File: src/rtl/uart_receiver.sv
// rtl/uart_receiver.sv - One-bit-per-clock UART frame receiver with parity, framing and overrun status
// Optional two-flop input synchronizer enabled by defining UART_RX_SYNC_EN.
module uart_receiver #(
    parameter int DATA_SIZE      = 8,
    parameter int BIT_COUNT_SIZE = $clog2(DATA_SIZE) + 1
) (
    input  logic                 clk,
    input  logic                 reset_n,
    input  logic                 serial_data_in,
    output logic [DATA_SIZE-1:0] rx_data,
    output logic                 rx_valid,
    input  logic                 rx_ready,
    output logic                 parity_err,
    output logic                 frame_err,
    output logic                 overrun_err
);

    typedef enum logic [1:0] {
        IDLE = 2'd0,
        DATA = 2'd1,
        STOP = 2'd2
    } state_t;

    // Data bits plus the parity bit are collected before the stop bit.
    localparam logic [BIT_COUNT_SIZE-1:0] LAST_BIT = BIT_COUNT_SIZE'(DATA_SIZE);

    state_t                    state;
    state_t                    next_state;
    logic                      rx_bit;
    logic                      clear_cnt;
    logic                      shift_en;
    logic                      frame_done;
    logic [BIT_COUNT_SIZE-1:0] bit_cnt;
    logic [DATA_SIZE:0]        shift_reg;

`ifdef UART_RX_SYNC_EN
    logic sync_q1;
    logic sync_q2;

    // Flops reset to the idle line level so a reset never looks like a start bit.
    always_ff @(posedge clk or negedge reset_n) begin
        if (!reset_n) begin
            sync_q1 <= 1'b1;
            sync_q2 <= 1'b1;
        end else begin
            sync_q1 <= serial_data_in;
            sync_q2 <= sync_q1;
        end
    end

    assign rx_bit = sync_q2;
`else
    assign rx_bit = serial_data_in;
`endif

    always_ff @(posedge clk or negedge reset_n) begin
        if (!reset_n) begin
            state <= IDLE;
        end else begin
            state <= next_state;
        end
    end

    always_comb begin
        next_state = state;
        clear_cnt  = 1'b0;
        shift_en   = 1'b0;
        frame_done = 1'b0;
        case (state)
            IDLE: begin
                if (!rx_bit) begin
                    next_state = DATA;
                    clear_cnt  = 1'b1;
                end
            end
            DATA: begin
                shift_en = 1'b1;
                if (bit_cnt == LAST_BIT) begin
                    next_state = STOP;
                end
            end
            STOP: begin
                frame_done = 1'b1;
                next_state = IDLE;
            end
            default: begin
                next_state = IDLE;
            end
        endcase
    end

    // LSB arrives first, so shifting right leaves data in [DATA_SIZE-1:0] and parity on top.
    always_ff @(posedge clk or negedge reset_n) begin
        if (!reset_n) begin
            bit_cnt   <= '0;
            shift_reg <= '0;
        end else begin
            if (clear_cnt) begin
                bit_cnt <= '0;
            end else if (shift_en) begin
                bit_cnt <= bit_cnt + BIT_COUNT_SIZE'(1);
            end
            if (shift_en) begin
                shift_reg <= {rx_bit, shift_reg[DATA_SIZE:1]};
            end
        end
    end

    always_ff @(posedge clk or negedge reset_n) begin
        if (!reset_n) begin
            rx_data     <= '0;
            rx_valid    <= 1'b0;
            parity_err  <= 1'b0;
            frame_err   <= 1'b0;
            overrun_err <= 1'b0;
        end else begin
            overrun_err <= 1'b0;
            if (frame_done) begin
                if (!rx_valid || rx_ready) begin
                    rx_data    <= shift_reg[DATA_SIZE-1:0];
                    parity_err <= ^shift_reg;
                    frame_err  <= ~rx_bit;
                    rx_valid   <= 1'b1;
                end else begin
                    // Consumer still holds the previous frame: drop the new one.
                    overrun_err <= 1'b1;
                end
            end else if (rx_valid && rx_ready) begin
                rx_valid <= 1'b0;
            end
        end
    end

endmodule

File: config.mk
export PLATFORM = sky130hd
export DESIGN_NAME = uart_receiver
export DESIGN_NICKNAME = d
export VERILOG_FILES = /design/src/rtl/uart_receiver.sv
export SDC_FILE = /design/constraint.sdc
export NUM_CORES = 1
export LEC_CHECK = 0
export ABC_AREA = 1
export CAP_MARGIN = 15
export CELL_PAD_IN_SITES_DETAIL_PLACEMENT = 0
export CELL_PAD_IN_SITES_GLOBAL_PLACEMENT = 1
export CORE_UTILIZATION = 36
export DETAILED_ROUTE_END_ITERATION = 12
export PLACE_DENSITY = 0.82
export SYNTH_ARGS = -nofsm -noshare
export SYNTH_HDL_FRONTEND = slang
export SYNTH_SLANG_ARGS = --single-unit
File: constraint.sdc
create_clock -name clk -period 1.1 [get_ports clk]
set_input_delay 0.11 -clock clk [delete_from_list [all_inputs] [get_ports clk]]
set_output_delay 0.11 -clock clk [all_outputs]
set_load 0.005 [all_outputs]
==> impl_metrics.py, run 1 <==
metrics = {
    "route": {
        "wire_per_inst_um": 10.5,
        "wl_met3_um": 91,
        "dr_wl_met2_um": 1270,
        "viasPerCell": 4.44,
        "vias": 1007,
        "dr.pass1.iters": 5,
        "m1WireLength_um": 1020,
        "highest_layer": "met4",
        "drc": 0,
        "totalWireLength_um": 2390,
        "antenna_left": 0,
        "first_iter_violations": 55,
    },
    "logic_synthesis": {
        "yosys.area.top_type": "dfrtp_1",
        "synth_xor_xnor_area_share": 0.00693,
        "synth_common_cells": "51 x nand2_1, 27 x dfrtp_1, 17 x inv_1",
        "synth.mux.area_fraction": 0,
        "avgSynthCellArea_um2": 8.72,
        "yosysTopAreaCellShare": 0.535,
        "synth_top_family_by_area": "simple AND/OR/NAND/NOR gates",
        "synth_fa_ha_area_frac": 0.0198,
        "ys_warn_count": 0,
        "async_flop_share": 1.00,
        "synth-compound-area-share": 0.114,
        "synth_ff_type": "dfrtp_1",
        "synth_edf_count": 0,
        "synth.distinct_cells": 19,
        "synth_seq_area_share": 0.535,
        "synth_simple_gate_area_frac": 0.235,
        "synth_cells": 145,
        "synth_seq_cells": 27,
        "syn_nets": 151,
        "yosys-top-cells-area": "dfrtp_1 53%, nand2_1 15%, o21ai_2 6.2%",
        "synth_area_um2": 1260,
        "synth_most_common_cell": "nand2_1",
    },
    "power_and_ir_drop": {
        "report.power.total_mw": 4.41,
        "p_leak_nw": 0.860,
        "powerDensity_nw_per_um2": 2650,
        "max-vdd-ir-drop_mv": 1.22,
    },
    "setup_path": {
        "cp-start-kind": "flop",
        "worst-path-max-fanout": 4,
        "cp.arrival_ns": 1.40,
        "critical_path_class": "reg2reg",
        "end_kind": "flop",
        "cp.required_ns": 1.34,
        "r2r_cells": 8,
    },
    "cts": {
        "clock-sinks": 27,
        "clock_latency_ns": 0.33,
        "cts_tree": "yes",
        "h-tree-depth": 1,
        "clockRootBuffer": "clkbuf_4",
        "cts_made_buffers": 3,
        "path_clk_slew_ns": 0.14,
        "clockBufferDepth": 2,
    },
    "global_route": {
        "antenna_found_initial": 0,
        "gr-usage-all-layers": 0.138,
        "grt_max_degree": 28,
        "grt_pass1_vias": 869,
        "grt_pass1_wl_um": 3690,
        "grt-ovfl-total": 0,
    },
    "timing": {
        "hold_viol": 0,
        "tns_ns": -0.0811,
        "fmax_mhz": 865,
        "rsz0062_at_grt": "yes",
        "relSlewSlack": 0.876,
        "fin_ws_ns": -0.0558,
        "final-setup-viol-count": 7,
        "slew_viol_final": 0,
        "skew_ns": 0.00459,
        "hold_slack_ns": 0.104,
        "period_share": 1.05,
        "period_needed_ns": 1.16,
        "tightest_slew_ns": 0.186,
    },
    "place": {
        "gp_congestion": 0.752,
        "placed_cells": 214,
        "port_buffers": 15,
        "pre_cts_slack_ns": -0.104,
        "hpwl_um": 1620,
    },
    "floorplan": {
        "dieWidth_um": 61.2,
        "fp.dieArea_um2": 3750,
        "die-height_um": 61.2,
        "rows": 21,
        "core_um2": 3340,
        "start_util": 0.379,
        "io_pins": 16,
    },
    "final_layout": {
        "regArea_um2": 677,
        "fillers": 317,
        "n_antenna_cell": 0,
        "multiInputGateArea_um2": 510,
        "largest_reg_flops": 9,
        "finalNonFillerCells": 227,
        "nNetsFinal": 188,
        "syn2layout_area_growth_pct": 31.7,
        "drive_above_1_share": 0.337,
    },
    "min_path": {
        "hp-class": "in2async",
    },
    "status": {
        "violations": "negative setup slack",
        "outcome": "finished with violations",
    },
    "job": {
        "maxCapViolCount": 0,
    },
}
-- metrics by stage --
step / instance area, um^2 / utilization
final: 1660 / 0.499
after floorplan: 1260 / -
after CTS: 1600 / 0.478
after global placement: 1540 / 0.462
after global routing: 1660 / 0.499
after detailed placement: 1540 / 0.462
-- cells by family after synthesis --
kind of cell | after synthesis
flops | 27
xor+xnor | 1
compound gates | 22
simple gates | 68
fa+ha+maj | 2
buf+inv | 25
-- path summary, 6_finish.rpt --
| kind | start | end | slack, ns |
|---|---|---|---|
| worst max-delay path | shift_reg[1] | parity_err | -0.06 |
| worst min-delay path | reset_n | rx_data[0] | 0.10 |
| worst max register to register | shift_reg[1] | parity_err | -0.06 |
| worst min register to register | rx_data[3] | rx_data[3] | 0.50 |
| max in group asynchronous | reset_n | state[0] | 0.82 |
| min in group clk | rx_ready | overrun_err | 0.43 |
-- power breakdown --
part | leakage [nW] | total [mW] | switching (mW) | internal (mW)
registers | 0.343 | 1.68 | 0.299 | 1.38
logic | 0.499 | 2.30 | 1.18 | 1.11
clock network | 0.0177 | 0.429 | 0.292 | 0.137
total | 0.860 | 4.41 | 1.77 | 2.63
-- worst max-delay path, cell delays in order (launching register included) --
cell	delay, ns
dfrtp_1	0.45
nand2_1	0.10
inv_1	0.04
nor2_1	0.11
nand2_1	0.08
nand2_2	0.10
nand2_1	0.07
nand3_2	0.06
nand2_1	0.05
-- cell type report --
type / count / area share
Multi-Input combinational cell: 93 / 0.307
Clock inverter: 1 / 0.00301
Tap cell: 46 / 0.0346
Timing Repair Buffer: 35 / 0.181
Sequential cell: 27 / 0.407
Inverter: 22 / 0.0541
Clock buffer: 3 / 0.0135
-- per-layer routing --
metal	vias up	track usage
li1	518	-
met1	473	0.167
met2	14	0.231
met3	2	0.0525
met4	0	0.0390
met5	-	0
-- layout by cell type, fill, tap and decap left out, types with 2 or more instances in the layout --
cell type,n
o21ai_2,9
nand2_1,48
o21ai_0,7
nand3_1,2
nand2_2,3
clkdlybuf4s50_1,3
nand3_2,4
clkdlybuf4s15_1,4
buf_4,16
ha_1,2
inv_2,5
inv_1,15
clkbuf_4,3
dfrtp_1,26
clkbuf_2,8
nor2_4,2
o21ai_1,6
nor2_1,6
-- timing repair --
item                                    in CTS  in global routing
pin swaps                                    0                  8
gates cloned                                 0                  1
hold buffers                                 0                  0
setup buffers                                3                  5
endpoints found under the setup margin      19                 24
resized for setup                           26                 23
No activity file was read; power rests on OpenSTA's default activity.
==> run 2: changes to the inputs <==
- CTS_CLUSTER_DIAMETER: unset -> 50
==> results of run 2 <==
The final DEF is identical to that of run 1; final timing and power are the same.
==> RTL change 1: new RTL, config.mk and constraints of run 2 <==
Set the parameter `DATA_SIZE` to 4 (it was 8).
--- a/src/rtl/uart_receiver.sv
+++ b/src/rtl/uart_receiver.sv
@@ -3,3 +3,3 @@
 module uart_receiver #(
-    parameter int DATA_SIZE      = 8,
+    parameter int DATA_SIZE      = 4,
     parameter int BIT_COUNT_SIZE = $clog2(DATA_SIZE) + 1
Interface: changed (resized rx_data); port bits go from 16 to 12. No check against the original RTL was run, so the function may have changed too.
==> RTL change 1 against run 2 <==
- synthesized area decreased by 34%
- sequential cell count decreased by 9
- design area decreased by 35%
- utilization decreased by 0.81 points
- first-iteration DRC count decreased by 71%
- routed wire length decreased by 43%
- synthesized cell count decreased by 38%
- setup slack improved by 78 ps
- count of clock-buffer cells in the layout increased by 1
- global-route usage decreased by 1.0 points
- power decreased by 37%
==> RTL change 1: results (changes against run 2) <==
{
  "status": {"value": "finished clean", "change": "was finished, violations left"},
  "reg2reg_setup_slack": {"value": 20, "unit": "ps", "change": "was -60 ps"},
  "yosys-top-cells-area": {"value": "dfrtp_1 (54%), nand2_1 (13%), inv_1 (4.9%), nor2_8 (4.8%), o21ai_0 (4.8%)", "change": "was dfrtp_1 (53%), nand2_1 (15%), o21ai_2 (6.2%), inv_1 (5.0%), o21ai_0 (3.6%)"},
  "crit_path_start": {"value": "state[1]$_DFFE_PN0P_", "change": "was shift_reg[1]$_DFFE_PN0N_"},
  "final.fill_count": {"value": 229, "change": "was 317"},
  "yosysSeqAreaShare": {"value": 53.97, "unit": "%", "change": "was 53.47%"},
  "drt-vias-per-instance": {"value": 4.433, "change": "was 4.436"},
  "initialDrtViolationCount": {"value": 16, "change": "was 55"},
  "clock_insertion_delay_worst_skew": {"value": 280, "unit": "ps", "change": "was 330 ps"},
  "syn-num-nets": {"value": 96, "change": "was 151"},
  "max_slew.worst_pin.slew": {"value": 221.9, "unit": "ps", "change": "was 186.1 ps"},
  "peakVddDrop": {"value": 0.001552, "unit": "V", "change": "was 0.001221 V"},
  "place.port_buffers": {"value": 11, "change": "was 15"},
  "reg2reg_depth": {"value": 6, "change": "was 8"},
  "place.detailed.instances": {"value": 133, "change": "was 214"},
  "synth.lib_cells_used.distinct": {"value": 15, "change": "was 19"},
  "gr-usage-all-layers": {"value": 12.82, "unit": "%", "change": "was 13.85%"},
  "dr_total_vias": {"value": 625, "change": "was 1,007"},
  "vias_in_the_first_global_route": {"value": 597, "change": "was 869"},
  "detailed_place_hpwl": {"value": 1.067, "unit": "mm", "change": "was 1.617 mm"},
  "number_of_flip_flops_in_the_largest_register": {"value": 5, "change": "was 9"},
  "fin_setup_tns": {"value": 0, "unit": "ps", "change": "was -81.09 ps"},
  "fraction_of_final_layout_cells_sized_beyond_drive_strength_1": {"value": 21.24, "unit": "%", "change": "was 33.70%"},
  "skew": {"value": 2.776, "unit": "ps", "change": "was 4.593 ps"},
  "drt_wl_total": {"value": 1.368, "unit": "mm", "change": "was 2.394 mm"},
  "crit_path_max_incr_delay": {"value": 350, "unit": "ps", "change": "was 450 ps"},
  "synthesis.area_per_instance": {"value": 9.273, "unit": "sq um", "change": "was 8.715 sq um"},
  "cellLeakagePower": {"value": 0.5569, "unit": "nW", "change": "was 0.8605 nW"},
  "clkSlewWorstSetupHoldPaths": {"value": 100, "unit": "ps", "change": "was 140 ps"}
}
## RTL change 1: layout make-up
class | count | share of cell area [%]
well taps | 28 | 3.260
inverters | 12 | 4.657
multi-input cells | 59 | 31.08
repair buffers | 20 | 15.72
flip-flops and latches | 18 | 41.91
clock buffers | 4 | 3.376
## RTL change 1: how the worst min path moves through the flow
stage             from  slack [ps]                        to  depth (start not counted)
2_1_floorplan  reset_n        -190    bit_cnt[0]$_DFFE_PN0P_                          0
3_3_place_gp   reset_n         460    rx_data[3]$_DFFE_PN0P_                          2
3_5_place_dp   reset_n         460    rx_data[3]$_DFFE_PN0P_                          2
4_1_cts        reset_n         140  shift_reg[3]$_DFFE_PN0N_                          2
5_1_grt        reset_n         150    rx_data[1]$_DFFE_PN0P_                          2
6_report       reset_n         130    rx_data[3]$_DFFE_PN0P_                          2
## RTL change 1: through the flow
step / worst slack [ps] / hold WS, ps / power [W] / util [%]
3_5_place_dp: -94.70 / 456.9 / 0.002429 / 46.20
6_report: 22.36 / 134.6 / 0.002795 / 49.06
2_1_floorplan: 45.62 / -185.6 / 0.001920 / -
3_3_place_gp: -71.57 / 462.1 / 0.002381 / 46.20
4_1_cts: 1.976 / 135.6 / 0.002805 / 48.43
5_1_grt: -48.80 / 151.2 / 0.003052 / 49.06
## RTL change 1: critical path: cells and delay by family, from the launching register on
family | cells | cell delay (ps)
compound gates | 1 | 50
flops | 1 | 350
simple gates | 3 | 450
buf+inv | 2 | 130
## RTL change 1: cells by family after synthesis
group,after synthesis,synth area share [%]
compound gates,13,9.745
flops,18,53.97
fa+ha+maj,2,2.998
xor+xnor,3,3.149
buf+inv,13,6.297
simple gates,41,23.84
## RTL change 1: routing by layer
layer	vias to the layer above	GRT usage, %	routed length [microns]
met5	-	0	0
met4	0	1.429	0
met3	0	5.758	70
met2	15	22.89	755
met1	283	14.23	543
li1	327	-	-
## RTL change 1: what timing repair did
item / CTS / global route
hold endpoints to repair: 0 / 0
endpoints found under the setup margin: 8 / 10
buffers inserted: 3 / 1
hold buffers: 0 / 0
pin swaps: 0 / 1
gates resized for setup: 9 / 5
## RTL change 1: where the power goes
group          internal (W)  leakage [nW]  switching, W  total [W]
clock network      0.000201        0.0210      0.000188   0.000390
logic              0.000598         0.311      0.000651    0.00125
registers          0.000948         0.225      0.000207    0.00116
==> RTL change 2: new RTL, config.mk and constraints of run 2 <==
Without the edit above. Re-encode `state_t` (3 states) as one-hot, 3 bits wide.
--- a/src/rtl/uart_receiver.sv
+++ b/src/rtl/uart_receiver.sv
@@ -17,6 +17,6 @@
 
-    typedef enum logic [1:0] {
-        IDLE = 2'd0,
-        DATA = 2'd1,
-        STOP = 2'd2
+    typedef enum logic [2:0] {
+        IDLE = 3'b001,
+        DATA = 3'b010,
+        STOP = 3'b100
     } state_t;
Behaviour: same outputs for any inputs over 10 cycles, from zero or initial values and one cycle with reset_n low; not proved beyond that.
==> RTL change 2 against run 2 <==
- the flow still finishes with violations (negative setup slack)
- critical path depth shrank 2
- non-clock buffer count rose by 9
- sequential power shrank 10%
- power shrank 15%
- setup slack got worse by 43 ps
- design area is 9.0% higher
- sequential cell count grew 1
- synthesized area increased by 0.40%
- routed wire length is 18% higher
- via count increased by 9.9%
- clock skew rose by 11 ps
==> RTL change 2: results (changes against run 2) <==
{
  "setup_ws": {"value": -98.87, "unit": "ps", "change": "was -55.77 ps"},
  "postSynthCellCount": {"value": 147, "change": "was 145"},
  "place.detailed.instances": {"value": 217, "change": "was 214"},
  "yosys-top-cells-count": {"value": "nand2_1 (47), dfrtp_1 (27), inv_1 (22), o21ai_0 (13)", "change": "was nand2_1 (51), dfrtp_1 (27), inv_1 (17), o21ai_0 (9), o21ai_2 (9)"},
  "beginning_of_the_worst_register_to_register_path": {"value": "state[0]$_DFFE_PN1P_", "change": "was shift_reg[1]$_DFFE_PN0N_"},
  "reg2reg_depth": {"value": 6, "change": "was 8"},
  "failing_checks": {"value": "negative setup slack", "change": "unchanged"},
  "clkSlewWorstSetupHoldPaths": {"value": 170, "unit": "ps", "change": "was 140 ps"},
  "synth.lib_cells_used.distinct": {"value": 18, "change": "was 19"},
  "grt_start_max_net_pins": {"value": 29, "change": "was 28"},
  "max_slew.worst_pin.slew": {"value": 291.0, "unit": "ps", "change": "was 186.1 ps"},
  "synth-xor-area-share": {"value": 0.6903, "unit": "%", "change": "was 0.6931%"},
  "yosysSeqAreaShare": {"value": 55.33, "unit": "%", "change": "was 53.47%"},
  "status": {"value": "finished, violations left", "change": "unchanged"},
  "report.final.setup_viol": {"value": 24, "change": "was 7"},
  "critPathTopFamily": {"value": "flip-flops", "change": "was simple AND/OR/NAND/NOR gates"},
  "cp_slowest_cell": {"value": "dfstp_2", "change": "was dfrtp_1"},
  "dr_total_vias": {"value": 1107, "change": "was 1,007"},
  "cellLeakagePower": {"value": 0.9245, "unit": "nW", "change": "was 0.8605 nW"},
  "crit_path_max_incr_delay": {"value": 570, "unit": "ps", "change": "was 450 ps"},
  "post_synth_fa_ha_maj_area_fraction": {"value": 1.972, "unit": "%", "change": "was 1.980%"},
  "gr-usage-all-layers": {"value": 15.86, "unit": "%", "change": "was 13.85%"},
  "p_sw": {"value": 0.001367, "unit": "W", "change": "was 0.001773 W"},
  "peakVddDrop": {"value": 0.001007, "unit": "V", "change": "was 0.001221 V"},
  "drt_wl_total": {"value": 2.818, "unit": "mm", "change": "was 2.394 mm"},
  "fraction_of_the_mapped_netlist_area_in_compound_gates": {"value": 12.52, "unit": "%", "change": "was 11.39%"},
  "initialDrtViolationCount": {"value": 6, "change": "was 55"},
  "first_pass_grt_wire_length": {"value": 4.340, "unit": "mm", "change": "was 3.691 mm"},
  "worstPathArrival": {"value": 1450, "unit": "ps", "change": "was 1400 ps"}
}
## RTL change 2: changes by cell type after synthesis, moves of 2 or more
| cell | delta |
|---|---|
| nand3_1 | +4 |
| o21ai_1 | -4 |
| nor2_4 | -2 |
| inv_1 | +5 |
| a21oi_1 | +3 |
| nand2_1 | -4 |
| o21ai_0 | +4 |
| inv_4 | -2 |
## RTL change 2: layout make-up
| type | instances | area share [%] |
|---|---|---|
| clock buffers | 3 | 1.241 |
| clock inverters | 1 | 1.655 |
| inverters | 24 | 5.241 |
| multi-input cells | 92 | 28.90 |
| flip-flops and latches | 28 | 38.69 |
| well taps | 46 | 3.172 |
| repair buffers | 44 | 20.28 |
| repair inverters | 2 | 0.8276 |
## RTL change 2: power groups by stage
stage | clock (W) | combinational [W] | sequential (W)
2_1_floorplan | 0 | 0.000819 | 0.00149
3_3_place_gp | 0 | 0.00123 | 0.00151
3_5_place_dp | 0 | 0.00127 | 0.00153
4_1_cts | 0.000700 | 0.00141 | 0.00150
5_1_grt | 0.000750 | 0.00175 | 0.00154
6_report | 0.000694 | 0.00153 | 0.00151
## RTL change 2: per-layer routing
metal	GRT usage, %	share of wire (%)	wire, microns
met2	31.83	58	1622
met1	16.49	39	1098
met3	2.731	2.4	68
met5	0	0	0
met4	5.079	1.0	29
## RTL change 2: worst max-delay path by stage
stage,startpoint,endpoint,slack [ps],depth (start not counted)
after global placement,rx_ready,rx_data[5]$_DFFE_PN0P_,-190,6
after global routing,state[2]$_DFFE_PN0P_,parity_err$_DFFE_PN0P_,-190,8
after detailed placement,rx_ready,rx_data[2]$_DFFE_PN0P_,-220,6
final,state[0]$_DFFE_PN1P_,bit_cnt[0]$_DFFE_PN0P_,-100,6
after floorplan,state[1]$_DFFE_PN0P_,parity_err$_DFFE_PN0P_,-40,7
after CTS,state[0]$_DFFE_PN1P_,rx_data[6]$_DFFE_PN0P_,-90,7
## RTL change 2: timing repair
item	CTS	global route
setup endpoints to repair	36	34
hold buffers	0	0
gates cloned	2	0
resized for setup	51	16
buffers inserted	11	6
pin swaps	3	1
## RTL change 2: through the flow
stage	setup WS [ps]	total power [W]	hold slack [ps]	TNS [ps]	cell area [sq um]
after floorplan	-41.96	0.002304	-185.6	-286.8	1274
after global placement	-189.1	0.002731	458.4	-2381	1556
after detailed placement	-218.0	0.002801	472.1	-2668	1556
after CTS	-88.42	0.003611	102.4	-1090	1773
after global routing	-193.3	0.004040	86.02	-3565	1814
final	-98.87	0.003734	99.53	-1516	1814
## RTL change 2: worst register-to-register path, stage by stage, from the launching register on
cell     delay (ps)
dfstp_2         570
inv_1            80
nand3_2         140
inv_2            60
buf_4           140
nand3_1          70
o21ai_1          60
